--- src/rtl/battle_pkg.sv ---
// Shared constants, state encoding and sizing helper for battle_front_scan.
// Empty-slot type code, tower locations (friendly all-ones, enemy zero) and scan states.
package battle_pkg;

    localparam int TYPE_EMPTY = 0;

    // Tower locations; consumers slice the low LOC_W bits.
    localparam logic [63:0] TOWER_F_LOC = {64{1'b1}};
    localparam logic [63:0] TOWER_E_LOC = {64{1'b0}};

    typedef enum logic [1:0] {
        IDLE   = 2'd0,
        SCAN   = 2'd1,
        ADJUST = 2'd2,
        DONE   = 2'd3
    } scanState_t;

    function automatic int idxWidth(input int n);
        return (n <= 1) ? 1 : $clog2(n);
    endfunction

endpackage

--- src/rtl/battle_front_scan_slot_select.sv ---
// slot_select: combinational {loc, type} slice of one slot chosen by index.
// Ports: locVec/typeVec packed slot vectors, idx slot index, loc/typ selected fields.
module slot_select #(
    parameter int N_SLOTS = 16,
    parameter int LOC_W   = 9,
    parameter int TYPE_W  = 2,
    parameter int IDX_W   = 4
) (
    input  logic [N_SLOTS*LOC_W-1:0]  locVec,
    input  logic [N_SLOTS*TYPE_W-1:0] typeVec,
    input  logic [IDX_W-1:0]          idx,
    output logic [LOC_W-1:0]          loc,
    output logic [TYPE_W-1:0]         typ
);

    // Loop mux keeps out-of-range indices harmless when N_SLOTS is not a power of two.
    always_comb begin
        loc = '0;
        typ = '0;
        for (int k = 0; k < N_SLOTS; k++) begin
            if (idx == IDX_W'(k)) begin
                loc = locVec[k*LOC_W +: LOC_W];
                typ = typeVec[k*TYPE_W +: TYPE_W];
            end
        end
    end

endmodule

--- src/rtl/battle_front_scan.sv ---
// battle_front_scan: sequential scan of friendly/enemy slots for the fronts.
// Ports: clk, rst (sync, active-high), start/ack handshake, unit_*/enemy_* slot
// vectors in; adjusted fronts, selected slots (MSB=tower), live counts,
// busy/done/engaged out. Optional: BATTLE_FRONT_ENGAGE_EN enables engaged.
module battle_front_scan
    import battle_pkg::*;
#(
    parameter int N_SLOTS  = 16,
    parameter int LOC_W    = 9,
    parameter int TYPE_W   = 2,
    parameter int F_OFFSET = 6,
    parameter int E_OFFSET = 7,
    localparam int IDX_W   = idxWidth(N_SLOTS)
) (
    input  logic                      clk,
    input  logic                      rst,
    input  logic                      start,
    input  logic                      ack,
    input  logic [N_SLOTS*LOC_W-1:0]  unit_loc,
    input  logic [N_SLOTS*LOC_W-1:0]  enemy_loc,
    input  logic [N_SLOTS*TYPE_W-1:0] unit_type,
    input  logic [N_SLOTS*TYPE_W-1:0] enemy_type,
    output logic [LOC_W-1:0]          friendly_front,
    output logic [LOC_W-1:0]          enemy_front,
    output logic [IDX_W:0]            unit_sel,
    output logic [IDX_W:0]            enemy_sel,
    output logic [IDX_W:0]            unit_count,
    output logic [IDX_W:0]            enemy_count,
    output logic                      busy,
    output logic                      done,
    output logic                      engaged
);

    localparam logic [LOC_W-1:0] LOC_MAX   = '1;
    localparam logic [LOC_W:0]   F_OFF     = (LOC_W+1)'(F_OFFSET);
    localparam logic [LOC_W:0]   E_OFF     = (LOC_W+1)'(E_OFFSET);
    localparam logic [IDX_W:0]   SEL_TOWER = {1'b1, {IDX_W{1'b0}}};
    localparam logic [IDX_W-1:0] LAST_IDX  = IDX_W'(N_SLOTS - 1);
    localparam logic [IDX_W-1:0] SCAN_IDX0 = IDX_W'((N_SLOTS > 1) ? 1 : 0);

    scanState_t state;
    scanState_t nextState;

    logic [IDX_W-1:0]  idx;
    logic [IDX_W-1:0]  selIdx;
    logic              adjPhase;
    logic [LOC_W-1:0]  uLoc;
    logic [LOC_W-1:0]  eLoc;
    logic [TYPE_W-1:0] uTyp;
    logic [TYPE_W-1:0] eTyp;
    logic              uLive;
    logic              eLive;
    logic              fUnder;
    logic [LOC_W:0]    fSub;
    logic [LOC_W:0]    eSum;

    // Slot 0 is loaded while still in IDLE.
    assign selIdx = (state == IDLE) ? '0 : idx;

    slot_select #(
        .N_SLOTS(N_SLOTS),
        .LOC_W  (LOC_W),
        .TYPE_W (TYPE_W),
        .IDX_W  (IDX_W)
    ) uUnitSel (
        .locVec (unit_loc),
        .typeVec(unit_type),
        .idx    (selIdx),
        .loc    (uLoc),
        .typ    (uTyp)
    );

    slot_select #(
        .N_SLOTS(N_SLOTS),
        .LOC_W  (LOC_W),
        .TYPE_W (TYPE_W),
        .IDX_W  (IDX_W)
    ) uEnemySel (
        .locVec (enemy_loc),
        .typeVec(enemy_type),
        .idx    (selIdx),
        .loc    (eLoc),
        .typ    (eTyp)
    );

    assign uLive  = (uTyp != TYPE_W'(TYPE_EMPTY));
    assign eLive  = (eTyp != TYPE_W'(TYPE_EMPTY));
    assign fUnder = ({1'b0, friendly_front} < F_OFF);
    assign fSub   = {1'b0, friendly_front} - F_OFF;
    assign eSum   = {1'b0, enemy_front} + E_OFF;

    always_ff @(posedge clk) begin
        if (rst) begin
            state <= IDLE;
        end else begin
            state <= nextState;
        end
    end

    // ADJUST takes two cycles: saturate fronts, then settle engaged from
    // the adjusted values. Both builds keep it so latency never changes.
    always_comb begin
        nextState = state;
        unique case (state)
            IDLE: begin
                if (start) begin
                    nextState = (N_SLOTS == 1) ? ADJUST : SCAN;
                end
            end
            SCAN: begin
                if (idx == LAST_IDX) begin
                    nextState = ADJUST;
                end
            end
            ADJUST: begin
                if (adjPhase) begin
                    nextState = DONE;
                end
            end
            DONE: begin
                if (ack) begin
                    nextState = IDLE;
                end
            end
            default: nextState = IDLE;
        endcase
    end

    always_comb begin
        busy = 1'b0;
        done = 1'b0;
        unique case (state)
            SCAN, ADJUST: busy = 1'b1;
            DONE:         done = 1'b1;
            default: ;
        endcase
    end

    always_ff @(posedge clk) begin
        if (rst) begin
            idx            <= '0;
            adjPhase       <= 1'b0;
            friendly_front <= '0;
            enemy_front    <= '0;
            unit_sel       <= '0;
            enemy_sel      <= '0;
            unit_count     <= '0;
            enemy_count    <= '0;
`ifdef BATTLE_FRONT_ENGAGE_EN
            engaged        <= 1'b0;
`endif
        end else begin
            unique case (state)
                IDLE: begin
                    if (start) begin
                        idx            <= SCAN_IDX0;
                        adjPhase       <= 1'b0;
                        friendly_front <= uLive ? uLoc : TOWER_F_LOC[LOC_W-1:0];
                        unit_sel       <= uLive ? '0 : SEL_TOWER;
                        unit_count     <= {{IDX_W{1'b0}}, uLive};
                        enemy_front    <= eLive ? eLoc : TOWER_E_LOC[LOC_W-1:0];
                        enemy_sel      <= eLive ? '0 : SEL_TOWER;
                        enemy_count    <= {{IDX_W{1'b0}}, eLive};
`ifdef BATTLE_FRONT_ENGAGE_EN
                        engaged        <= 1'b0;
`endif
                    end
                end
                SCAN: begin
                    idx <= (idx == LAST_IDX) ? '0 : idx + 1'b1;
                    // Strict compares: on ties the earlier slot is kept.
                    if (uLive) begin
                        unit_count <= unit_count + 1'b1;
                        if (uLoc < friendly_front) begin
                            friendly_front <= uLoc;
                            unit_sel       <= {1'b0, idx};
                        end
                    end
                    if (eLive) begin
                        enemy_count <= enemy_count + 1'b1;
                        if (eLoc > enemy_front) begin
                            enemy_front <= eLoc;
                            enemy_sel   <= {1'b0, idx};
                        end
                    end
                end
                ADJUST: begin
                    if (!adjPhase) begin
                        adjPhase       <= 1'b1;
                        friendly_front <= fUnder ? '0 : fSub[LOC_W-1:0];
                        enemy_front    <= eSum[LOC_W] ? LOC_MAX : eSum[LOC_W-1:0];
                    end else begin
                        adjPhase <= 1'b0;
`ifdef BATTLE_FRONT_ENGAGE_EN
                        engaged  <= (enemy_front >= friendly_front);
`endif
                    end
                end
                DONE: ;
                default: ;
            endcase
        end
    end

`ifndef BATTLE_FRONT_ENGAGE_EN
    assign engaged = 1'b0;
`endif

endmodule
--- config.mk ---
export PLATFORM = sky130hd
export DESIGN_NAME = battle_front_scan
export DESIGN_NICKNAME = d
export VERILOG_FILES = /design/src/rtl/battle_pkg.sv /design/src/rtl/battle_front_scan_slot_select.sv /design/src/rtl/battle_front_scan.sv
export SDC_FILE = /design/constraint.sdc
export NUM_CORES = 1
export LEC_CHECK = 0
export BUFFER_PORTS_ARGS = -buffer_cell sky130_fd_sc_hd__buf_2
export CORE_AREA = 3 3 152 154
export CTS_CLUSTER_DIAMETER = 60
export DETAILED_ROUTE_END_ITERATION = 10
export DIE_AREA = 0 0 155 157
export PLACE_DENSITY = 0.64
export SYNTH_ARGS = -nofsm -noshare
export SYNTH_HDL_FRONTEND = slang
export SYNTH_SLANG_ARGS = --single-unit
export TNS_END_PERCENT = 50
--- constraint.sdc ---
create_clock -name clk -period 4 [get_ports clk]
set_input_delay 0 -clock clk [delete_from_list [all_inputs] [get_ports clk]]
set_output_delay 0 -clock clk [all_outputs]
set_load 0.01 [all_outputs]
# Word level (Yosys, flattened, before mapping)
# Cells that the tools add are included.
[word_totals] ff_bits=45 inputBits=356 output_inout_bits=41 elab_cells=170
[classes] addsub=5 n_lt_le_gt_ge=3 eq_ne=28 muxes=108 n_reduce_logical=17
[ops] op="2-to-1 mux 9 bit" n=44
[ops] op="2-to-1 mux 2 bit" n=36
[ops] op="2-to-1 mux 5 bit" n=12
[ops] op="case mux 9 bit (3 select lines)" n=2
[ops] op="case mux 5 bit (2 select lines)" n=4
[ops] op="equality test 4 bit, second input constant" n=9
[ops] op="!= test 2 bit, second input constant" n=9
[ops] op="equality test 4 x 3 -> 1 bit, second input constant" n=4
[ops] op="2-to-1 mux 4 bit" n=3
[ops] op="AND reduction 4 bit" n=3
[ops] op="adder 5 x 1 -> 5 bit, second input constant" n=2
[ops] op="adder 9 x 3 -> 10 bit, second input constant" n=1
[ops] op="AND reduction 5 bit" n=2
[ops] op="greater-than comparator 9 bit" n=1
[ops] op="less-than comparator 9 x 3 -> 1 bit, second input constant" n=1
[ops] op="less-than comparator 9 bit" n=1
[ops] op="subtractor 9 x 3 -> 9 bit, second input constant" n=1
[ops] op="equality test 4 x 2 -> 1 bit, second input constant" n=2
[ops] op="case mux 2 bit (4 select lines)" n=1
[ops] op="case mux 4 bit (2 select lines)" n=1
[ops] op="nonzero test 2 bit" n=4
[ops] op="AND reduction 3 bit" n=2
[ops] op="adder 4 x 1 -> 4 bit, second input constant" n=1
[ops] op="equality test 2 bit, second input constant" n=2
[ops] op="other kinds (9)" n=13

# Depth between registers and ports, before layout
[depth] word_depth=23 ltp_mapped=23 mapped_depth_nobuf=19

# Cells and area by module
# A second synthesis with hierarchy kept.
[hier_totals] hier_cells=992 area_unflattened_um2=7489.7
[by_module_without_submodules] mod="slot_select" instances=2 cells_each=292 area_per_inst_um2=2132.0 seq_area_each_um2=0.0
[by_module_without_submodules] mod="battle_front_scan" instances=1 cells_each=408 area_per_inst_um2=3225.6 seq_area_each_um2=900.9

# Least setup slack after synthesis
# No wires, ideal clock.
[synth_timing] path_type="flip-flop to flip-flop" start="reg state[0]" end="reg enemy_front[2]" setup_time_ns=0.079 t_arrival_ns=3.851 t_required_ns=3.921 slack_ns=0.070 path_stages_with_launch=22 path_buffers=4 synth_period_minus_slack_ns=3.930 path_cell_list="dfxtp_1 -> inv_1 -> ha_1 -> or3b_1 -> buf_2 -> nor3_1 -> clkbuf_1 -> a22oi_1 -> and3_1 -> nor3_1 -> o221ai_1 -> a21oi_1 -> ha_1 -> a211o_1 -> o21ai_0 -> a21oi_1 -> o21ai_0 -> a311o_2 -> buf_6 -> buf_6 -> a211oi_2 -> a211oi_2"
[synth_between] elab_chain_cells=23 elab_cells_between_ends=65 cone_classes="order compare: 1; eq/ne: 21; mux: 38; reduce/logical: 5"
[synth_lines] element="start, declared" line_no="battle_front_scan.sv:41" source="scanState_t state;"
[synth_lines] element="start signal, assigned" line_no="battle_front_scan.sv:96" source="state <= nextState;"
[synth_lines] element="parallel branches: the longest is 23 deep, another holds 2-to-1 mux 9 bit"
[synth_lines] element="end signal, assigned" line_no="battle_front_scan.sv:161" source="enemy_front <= eLive ? eLoc : TOWER_E_LOC[LOC_W-1:0];"
[synth_lines] element="end signal, assigned" line_no="battle_front_scan.sv:182" source="enemy_front <= eLoc;"
[synth_lines] element="end signal, assigned" line_no="battle_front_scan.sv:191" source="enemy_front <= eSum[LOC_W] ? LOC_MAX : eSum[LOC_W-1:0];"
[synth_lines] element="end, declared" line_no="battle_front_scan.sv:24" source="output logic [LOC_W-1:0] enemy_front,"
# Parallel ways; which one is timed is not known. The select of a mux whose other input is x is not followed.
# A chain may end at the register's enable or synchronous reset.

# Final worst setup path
[layout_timing] start="reg state[0]" end="reg unit_sel[0]"
[layout_between] elab_chain_cells=22 elab_cells_between_ends=59 cone_classes="order compare: 1; eq/ne: 19; mux: 34; reduce/logical: 5"
[layout_lines] element="zero test 2 bit" line_no="battle_front_scan.sv:58, battle_front_scan.sv:153"
[layout_lines] element="2-to-1 mux 4 bit" line_no="battle_front_scan.sv:58" source="assign selIdx = (state == IDLE) ? '0 : idx;"
[layout_lines] element="zero test 4 bit" line_no="battle_front_scan_slot_select.sv:21" source="if (idx == IDX_W'(k)) begin"
[layout_lines] element="2-to-1 mux 9 bit or 2-to-1 mux 2 bit (tied branches) (16 in a row)" line_no="battle_front_scan_slot_select.sv:21"
[layout_lines] element="less-than comparator 9 bit or nonzero test 2 bit (tied branches)" line_no="battle_front_scan.sv:174, battle_front_scan.sv:86"
[layout_lines] element="!= test 2 bit (no line)"
[layout_lines] element="AND reduction 4 bit (no line)"
[layout_lines] element="end signal, assigned" line_no="battle_front_scan.sv:159" source="unit_sel <= uLive ? '0 : SEL_TOWER;"
[layout_lines] element="end signal, assigned" line_no="battle_front_scan.sv:176" source="unit_sel <= {1'b0, idx};"
[layout_lines] element="end, declared" line_no="battle_front_scan.sv:25" source="output logic [IDX_W:0] unit_sel,"
# Several ways; a longest one is shown, not always the timed one.

==> summary.txt <==
GRT
  – Global route overflow: 0
  – Antenna violations before repair: 6
  – First-pass GRT wire length: 61000 um
  – Total Routing Usage GR: 0.332
  – Largest net degree at the start of global routing: 34
  – Vias in the first global route: 9738

Timing
  – Period minus WS final: 4130 ps
  – Worst-Margin Slew: 957 ps
  – Clock Skews: 10.9 ps
  – Pins over their slew limit: 0
  – Period utilization: 1.03
  – Final worst slack: -127 ps
  – Final setup fails: 15
  – Max Clk Rate: 242 MHz
  – Hold Fails Final Rpt: 0
  – RSZ-0062 raised after global routing: true
  – Relative slew margins: 0.358

Power and ir drop
  – Clk network pwr share: 0.099
  – VDD IR max: 235 uV
  – Power per cell area: 487 nW/um^2
  – Combinational share of power: 0.761
  – Net Sw Frac: 0.493
  – Pleak: 4.72 nW
  – Internal Power: 2.57 mW
  – Sw Pwr: 2.50 mW
  – Share of power burned in registers: 0.140

Die
  – Core Rows: 54
  – Die Y: 157 um
  – Die Wd: 155 um
  – Initial Utilization: 0.280
  – Core box area: 21800 um^2
  – Top-level I/O count: 397
  – Die Area: 24300 um^2

Route
  – Vias per cell: 5.91
  – Antenna Nets Post-Route: 0
  – Via count: 9990
  – Initial drt markers: 929
  – Routed wire length per instance: 25.7 um
  – Drt drc: 0
  – Drt pass-1 iters: 6
  – Total Wirelength: 43300 um

Critical path
  – Critical path's slowest cell: dfxtp_2
  – WP data arrival: 4330 ps
  – Critical path's largest stage delay: 340 ps
  – Crit path kind: reg -> reg
  – Worst Setup End Kind: flip-flop
  – Startpoint Class: flip-flop
  – WP data required: 4200 ps
  – Crit path buf inv count: 7
  – CP Max Fanout: 7
  – CP most frequent cell: buf_4
  – Cell family with most CP delay: compound AO/OA/AOI/OAI gates

Final layout
  – Fraction of layout cells with a size suffix above 1: 0.507
  – Final #Nets: 1784
  – Synth-to-Final Area Change: 70.4%
  – # fillers: 2307
  – Most frequent cells in the layout: buf_2, buf_4, nand2_1
  – Final Cell Area: 10400 um^2
  – Commonest non-fill, non-tap cell in the layout: buf_2
  – Finished Layout Cells: 1689

Status
  – Failing checks: negative setup slack
  – Outcome: complete, but fails checks

Synth
  – Post-synth EDFFs: 0
  – Post-synthesis cell count: 864
  – Ys async rst share: 0
  – Mapped cell area: 6110 um^2
  – Most frequently used flop master after synthesis: dfxtp_1
  – Register area share after synthesis: 0.148
  – Syn avg cell area: 7.07 um^2
  – Synth Register Bits: 45
  – Post-Syn Nets: 1246
  – Number of distinct library cells after synthesis: 87
  – Synth Warn #: 0

Clocking
  – Clk slew on worst S/H paths: 80 ps
  – H-tree depth: 2
  – CTS tree: yes
  – Skew-Pair Late Insertion Delay: 300 ps
  – TritonCTS buffer count: 5
  – Clock buffer depth: 2
  – Root buf cell: clkbuf_16
  – Clock sink count: 45
  – Post-CTS Hold Buffers: 0

Placed design
  – DP Area: 9520 um^2
  – Final GP Congestion: 1.04
  – Post-DP HPWL: 36000 um
  – Pre-CTS setup slack: -616 ps
  – DP Cell Count: 1655
  – # port buffers: 395

Job
  – Max-Cap Viols: 0

Worst hold path
  – Hold Crit Class: in -> reg
worst min-delay path, stage by stage:
cell and delay [ps]:
buf_2 110, mux2i_1 80, a22oi_1 150, nor2_1 50
per-stage QoR:
stage | util | setup TNS (ps) | hold WS [ps] | power, mW
3_3_place_gp | 0.436 | -8840 | 422 | 3.94
2_1_floorplan | - | 0 | 221 | 2.58
4_1_cts | 0.458 | -42.8 | 134 | 4.75
5_1_grt | 0.477 | -4730 | 167 | 5.40
3_5_place_dp | 0.436 | -12500 | 418 | 3.95
6_report | 0.477 | -1270 | 138 | 5.07
repair_timing:
item	in CTS	in global routing
endpoints found under the setup margin	28	28
pin swaps	28	37
resized for setup	55	64
cloned	2	1
buffers inserted	8	9
routing by layer:
layer,global-route usage,vias up,wire length (um)
li1,-,4490,-
met1,0.418,4761,17000
met2,0.555,630,20300
met3,0.0635,109,3990
met4,0.138,0,2060
met5,0,-,0
final timing paths:
| check | startpoint | endpoint | slack (ps) | cells after the start |
|---|---|---|---|---|
| max reg2reg | state[0] | unit_sel[0] | -130 | 25 |
| min reg2reg | enemy_sel[1] | enemy_sel[1] | 460 | 2 |
| min | start | adjPhase | 140 | 4 |
| max | state[0] | unit_sel[0] | -130 | 25 |
cell type report:
cell class	count	area (um^2)	area share
multi-input cells	720	5210	0.501
flip-flops and latches	45	908	0.0873
clock inverters	3	47.5	0.00457
diodes	6	15.0	0.00144
inverters	34	128	0.0123
well taps	280	350	0.0337
repair buffers	596	3620	0.348
clock buffers	5	125	0.0120
cells in the mapped netlist (3+ instances only):
| cell | instances | share of area |
|---|---|---|
| a2111oi_0 | 3 | 0.0043 |
| a32oi_1 | 4 | 0.0057 |
| a31oi_1 | 11 | 0.011 |
| o221ai_1 | 13 | 0.019 |
| o2bb2ai_1 | 13 | 0.019 |
| a21o_1 | 5 | 0.0061 |
| o21a_1 | 6 | 0.0074 |
| buf_1 | 6 | 0.0037 |
| buf_2 | 18 | 0.015 |
| a211oi_1 | 32 | 0.039 |
| a22o_1 | 7 | 0.010 |
| a211o_1 | 7 | 0.010 |
| a21oi_1 | 67 | 0.055 |
| o22ai_1 | 27 | 0.028 |
| a222oi_1 | 9 | 0.015 |
| buf_6 | 5 | 0.0092 |
| ha_1 | 26 | 0.053 |
| nand2_1 | 74 | 0.045 |
| buf_4 | 7 | 0.0086 |
| dfxtp_1 | 45 | 0.15 |
| xor2_1 | 3 | 0.0043 |
| nand4_1 | 9 | 0.0092 |
| nor3_1 | 23 | 0.019 |
| and3b_1 | 3 | 0.0043 |
| o21ai_1 | 7 | 0.0057 |
| a221o_1 | 4 | 0.0066 |
| or3_1 | 12 | 0.012 |
| and3_1 | 7 | 0.0072 |
| nand3_1 | 25 | 0.020 |
| xnor2_1 | 11 | 0.016 |
| o21ai_0 | 55 | 0.045 |
| nor4_1 | 7 | 0.0072 |
| mux2i_1 | 8 | 0.013 |
| clkbuf_1 | 31 | 0.019 |
| nand3b_1 | 3 | 0.0037 |
| a22oi_1 | 58 | 0.071 |
| nor2b_1 | 12 | 0.012 |
| nand2b_1 | 13 | 0.013 |
| o31ai_1 | 7 | 0.0086 |
| a221oi_1 | 18 | 0.026 |
| nor2_1 | 61 | 0.037 |
| o211ai_1 | 11 | 0.014 |
| inv_1 | 32 | 0.020 |
| mux2_2 | 3 | 0.0055 |
power by group through the flow:
stage | Combinational (mW) | Sequential (mW) | Clock, mW
2_1_floorplan | 1.87 | 0.704 | 0
3_3_place_gp | 3.24 | 0.708 | 0
3_5_place_dp | 3.24 | 0.709 | 0
4_1_cts | 3.54 | 0.702 | 0.505
5_1_grt | 4.15 | 0.725 | 0.529
6_report | 3.86 | 0.708 | 0.502
kinds of logic after synthesis:
| kind of cell | synth area share |
|---|---|
| AOI/OAI and AO/OA | 0.452 |
| DFF | 0.148 |
| and+or+nand+nor | 0.232 |
| adders and majority gates | 0.0533 |
| xor gates and xnor gates | 0.0201 |
| other | 0.000614 |
| muxes | 0.0186 |
| buffers and inverters | 0.0762 |
state kept, by name, summed over array words and instances (netlist names):
name            count
unit_sel            5
enemy_sel           5
state               2
idx                 4
unit_count          5
enemy_count         5
enemy_front         9
adjPhase            1
friendly_front      9
Power figures use the tool's default switching activity.
